===== config.mk =====
export PLATFORM = sky130hd
export DESIGN_NAME = pc_gen
export DESIGN_NICKNAME = d
export VERILOG_FILES = /design/src/rtl/cpu_defines.sv /design/src/rtl/pc_redirect_sel.sv /design/src/rtl/pc_gen.sv
export SDC_FILE = /design/constraint.sdc
export NUM_CORES = 1
export LEC_CHECK = 0
export ABC_AREA = 1
export CORE_ASPECT_RATIO = 1.75
export CORE_UTILIZATION = 45
export CTS_CLUSTER_DIAMETER = 80
export DETAILED_ROUTE_END_ITERATION = 8
export PLACE_DENSITY = 0.75
export SYNTH_ARGS = -nofsm -noshare
export SYNTH_HDL_FRONTEND = slang
export SYNTH_SLANG_ARGS = --single-unit

===== constraint.sdc =====
create_clock -name clk -period 3.5 [get_ports clk]
set_input_delay 0.35 -clock clk [delete_from_list [all_inputs] [get_ports clk]]
set_output_delay 0.35 -clock clk [all_outputs]
set_load 0.1 [all_outputs]

===== src/rtl/cpu_defines.sv =====
// cpu_defines: shared fetch vectors, redirect priority encoding and PC FSM states
package cpu_defines;
  localparam logic [31:0] RESET_VECTOR_DEF = 32'hffff_fffc;
  localparam logic [31:0] EXC_VECTOR_DEF = 32'hbfc0_0380;
  typedef enum logic [1:0] {PRIO_NONE = 2'd0, PRIO_BR = 2'd1, PRIO_ERET = 2'd2, PRIO_EXC = 2'd3} prio_e;
  typedef enum logic {IDLE = 1'b0, PEND = 1'b1} state_e;
endpackage


===== src/rtl/pc_redirect_sel.sv =====
// pc_redirect_sel: priority select between live exc/eret/br requests and a buffered redirect
// ports: exc_i/eret_i/br_i live requests, epc_i/br_target_i live targets,
//        pend_prio_i/pend_addr_i buffered redirect (PRIO_NONE when empty),
//        sel_prio_o/sel_addr_o winning priority and target (live wins ties)
module pc_redirect_sel
  import cpu_defines::*;
#(
  parameter int WIDTH = 32,
  parameter logic [WIDTH-1:0] EXC_VECTOR = EXC_VECTOR_DEF[WIDTH-1:0]
) (
  input  logic             exc_i,
  input  logic             eret_i,
  input  logic [WIDTH-1:0] epc_i,
  input  logic             br_i,
  input  logic [WIDTH-1:0] br_target_i,
  input  prio_e            pend_prio_i,
  input  logic [WIDTH-1:0] pend_addr_i,
  output prio_e            sel_prio_o,
  output logic [WIDTH-1:0] sel_addr_o
);
  prio_e            live_prio;
  logic [WIDTH-1:0] live_addr;
  logic             live_wins;
  always_comb begin
    live_prio = exc_i ? PRIO_EXC : eret_i ? PRIO_ERET : br_i ? PRIO_BR : PRIO_NONE;
    live_addr = exc_i ? EXC_VECTOR : eret_i ? epc_i : br_target_i;
    live_wins = live_prio >= pend_prio_i;
    sel_prio_o = live_wins ? live_prio : pend_prio_i;
    sel_addr_o = live_wins ? live_addr : pend_addr_i;
  end
endmodule


===== src/rtl/pc_gen.sv =====
// pc_gen: fetch program counter with prioritised redirects and stall-safe redirect buffering
// ports: clk, rst (sync, active-low), en fetch advance, exc_req/eret_req+epc/br_req+br_target
//        redirect requests; pc fetch PC, pc_valid, redirected (last update was a redirect),
//        pc_misaligned (pc[1:0] != 0)
module pc_gen
  import cpu_defines::*;
#(
  parameter int WIDTH = 32,
  parameter logic [WIDTH-1:0] RESET_VECTOR = RESET_VECTOR_DEF[WIDTH-1:0],
  parameter logic [WIDTH-1:0] EXC_VECTOR = EXC_VECTOR_DEF[WIDTH-1:0],
  parameter int INC = 4
) (
  input  logic             clk,
  input  logic             rst,
  input  logic             en,
  input  logic             exc_req,
  input  logic             eret_req,
  input  logic [WIDTH-1:0] epc,
  input  logic             br_req,
  input  logic [WIDTH-1:0] br_target,
  output logic [WIDTH-1:0] pc,
  output logic             pc_valid,
  output logic             redirected,
  output logic             pc_misaligned
);
  state_e           state_q, state_d;
  prio_e            pend_prio_q, pend_prio_d, sel_prio;
  logic [WIDTH-1:0] pend_addr_q, pend_addr_d, sel_addr, next_pc;
  logic [WIDTH-1:0] pc_q, pc_d;
  logic             valid_q, valid_d, redir_q, redir_d, mis_q, mis_d, take;
  pc_redirect_sel #(.WIDTH(WIDTH), .EXC_VECTOR(EXC_VECTOR)) u_sel (
    .exc_i       (exc_req),
    .eret_i      (eret_req),
    .epc_i       (epc),
    .br_i        (br_req),
    .br_target_i (br_target),
    .pend_prio_i (state_q == PEND ? pend_prio_q : PRIO_NONE),
    .pend_addr_i (pend_addr_q),
    .sel_prio_o  (sel_prio),
    .sel_addr_o  (sel_addr)
  );
  always_comb begin
    take = sel_prio != PRIO_NONE;
    next_pc = take ? sel_addr : pc_q + WIDTH'(INC);
    pc_d = en ? next_pc : pc_q;
    valid_d = en | valid_q;
    redir_d = en ? take : redir_q;
    mis_d = en ? next_pc[1:0] != 2'b00 : mis_q;
    // while stalled the selector already folds live requests into the buffer with live-wins-tie
    state_d = en ? IDLE : take ? PEND : state_q;
    pend_prio_d = en ? PRIO_NONE : sel_prio;
    pend_addr_d = sel_addr;
  end
  always_ff @(posedge clk) begin
    if (!rst) begin
      state_q <= IDLE;
      pend_prio_q <= PRIO_NONE;
      pend_addr_q <= '0;
      pc_q <= RESET_VECTOR;
      valid_q <= 1'b0;
      redir_q <= 1'b0;
      mis_q <= 1'b0;
    end else begin
      state_q <= state_d;
      pend_prio_q <= pend_prio_d;
      pend_addr_q <= pend_addr_d;
      pc_q <= pc_d;
      valid_q <= valid_d;
      redir_q <= redir_d;
      mis_q <= mis_d;
    end
  end
  assign pc = pc_q;
  assign pc_valid = valid_q;
  assign redirected = redir_q;
  assign pc_misaligned = mis_q;
endmodule

==> results.ini <==
[routing]
antenna_left = 0
routed_wl_um = 12500
drc = 0
vias = 4370
wl_per_cell_um = 15.1
viasPerCell = 5.28
drt_pass1_iterations = 5
first_iter_violations = 270

[timing]
slew-limit-headroom_pct = 34.1
finalSetupViolations = 0
hold_viol = 0
fmax_ghz = 0.364
tightest_slew_ns = 0.986
fin_skew_ns = 0.00475
rsz0062_at_grt = false
period_share_pct = 78.5
timing.final.crit_period_ns = 2.75
slew_violations = 0
tns_ns = 0
whs_ns = 0.463

[pwr]
powerDensity_mw_per_mm2 = 493
vdd_drop_max_uv = 300
leakagePower_nw = 2.41

[cts]
clk_latency_ns = 0.33
cts.clk_slew.worst_paths_ns = 0.05
numCtsBuffers = 9
clk_path_buf_depth = 2
post_cts_buffers = 0
cts_tree = yes
htreeDepth = 3
cts_root_buf = clkbuf_16
cts_resized = 0
cts.sinks = 70
cts_hold_buf = 0

[setup_path]
crit_fanout = 24
cpMostUsedCell = nand2_1
reg2reg_setup_slack_ns = 1.17
crit_family = simple AND/OR/NAND/NOR gates
cp.arrival_ns = 2.98
critPathBufInv = 4
worstSetupPathType = in -> reg
cp_slowest_cell = clkdlybuf4s50_1
critPathCaptureType = register
critPathMaxStageDelay_ns = 0.44
cp-start-kind = input pin
crit_required_ns = 3.73
path_cells = clkdlybuf4s50_1 -> inv_2 -> nand2_1 -> nand2_1 -> inv_1 -> ha_1 -> nand2_1 -> nand3_2 -> nand2_2 -> nand3_4 -> inv_2 -> nand3_1 -> nand2_1 -> nand2_1

[floorplan]
die-area_mm2 = 0.00914
io_pins = 105
die_w_um = 72.7
rows = 44
core_mm2 = 0.00837
die_h_um = 126
initial_core_util_pct = 47.0

[logic_synthesis]
avgSynthCellArea_um2 = 6.41
synth_top_cell_by_area = dfxtp_1
synthCells = 614
yosysWarnings = 0
yosys_register_bits = 70
ys_types = 35
yosysTopAreaCellShare_pct = 35.6
yosys-top-cells-area = dfxtp_1 36%, nand2_1 17%, nand3_1 7.6%
synth_area_mm2 = 0.00394
ys_seq_area_share_pct = 35.6
syn-num-nets = 688

[global_route]
grt_max_degree = 52
antenna_found_initial = 0
grt-ovfl-total = 0
grt_pass1_wl_um = 19400
groute.usage.overall_pct = 27.5
grt_pass1_vias = 4166

[layout]
fill_cells = 775
diodes = 0
syn_to_final_growth_pct = 35.4
nets = 782
fin_cells = 828
fin_area_mm2 = 0.00533
drive_above_1_share_pct = 5.05

[placement]
dp.cells = 812
placed_area_mm2 = 0.00505
dp_hpwl_um = 9300
io_buffers = 104
gp_congestion = 0.913

[flow_run]
max_cap_violations = 0

[status]
status = finished, final reports clean

[worst_hold_path]
min_path_type = reg -> reg

## worst min-delay path, stage by stage (launching register included)
cell and delay [ns]:
dfxtp_1 0.32, nor2_1 0.04, nor2_1 0.07
## path summary, 6_finish.rpt
kind / startpoint / to / cells past startpoint
min reg2reg: pc_valid / pc_valid / 2
max: eret_req / pc[26] / 14
max reg2reg: state_q / pc[26] / 11
min: pc_valid / pc_valid / 2
## layout make-up
type	count	area [µm²]	share of cell area, %
clock buffer	11	243	4.55
multi-input combinational	462	2200	41.3
timing repair buffer	111	1110	20.7
inverter	54	203	3.80
tap	115	144	2.70
sequential	70	1400	26.3
clock inverter	5	35.0	0.657
## Yosys cell counts
master    instances
nand2_1         177
a21boi_1          1
nand2_2           1
and2_1            1
dfxtp_1          70
nand3_1          60
xnor2_1           4
inv_1            51
buf_6             1
nor2_4            3
nor3_1           15
buf_2            10
nand3_2           2
xor2_1            5
and3_1            1
a22oi_1           9
o211ai_1          1
nand3_4           1
a22o_1            3
a21oi_1          55
nor2_1           62
buf_4             2
o21ai_1           8
buf_1             4
o21ai_0          32
clkbuf_1         11
nor2_2            2
ha_1              4
nand2_4           1
inv_2             3
a31oi_1           2
nand4_1           6
o21a_1            1
o211ai_2          1
nand3b_1          4
## placed cells by master, fill, tap and decap left out, drive strengths merged
cell type,n
a22o,3
a22oi,9
nor3,15
nor2,67
clkbuf,11
and2,1
xor2,5
buf,7
and3,1
nand3b,4
xnor2,4
dfxtp,70
o21ai,40
o21a,1
nand2,179
inv,54
clkinv,4
nand3,63
nand4,6
a21oi,55
a21boi,1
o211ai,2
a31oi,2
clkinvlp,1
ha,4
clkdlybuf4s50,104
## flip-flops by register name, indices dropped and copies added, names as in the netlist
signal and count:
pc 32, pend_addr_q 32, pend_prio_q 2, state_q 1, pc_valid 1, pc_misaligned 1, redirected 1
## layer usage
layer	track usage, %	routed length, µm	vias up
met5	0	0	-
met4	15.2	473	0
met3	4.24	639	33
met2	47.7	6320	156
met1	31.3	5030	1989
li1	-	-	2192
## power by group
group	internal [W]	switching (W)
Clock	0.000499	0.000347
Sequential	0.000868	0.0000629
Combinational	0.000263	0.000589
## metrics by stage
stage / total power (W) / util [%] / setup WS [ns]
2_1_floorplan: 0.00153 / - / 1.20
3_3_place_gp: 0.00178 / 60.4 / 0.559
3_5_place_dp: 0.00179 / 60.4 / 0.405
4_1_cts: 0.00263 / 63.7 / 0.765
5_1_grt: 0.00275 / 63.7 / 0.525
6_report: 0.00263 / 63.7 / 0.751
## logic make-up after synthesis
logic type	count (synthesis)	share of synthesized area, %
compound gates	113	15.7
xor+xnor	9	2.00
fa+ha+maj	4	1.27
buf+inv	82	8.52
flops	70	35.6
simple gates	336	36.9
Power figures use the tool's default switching activity.
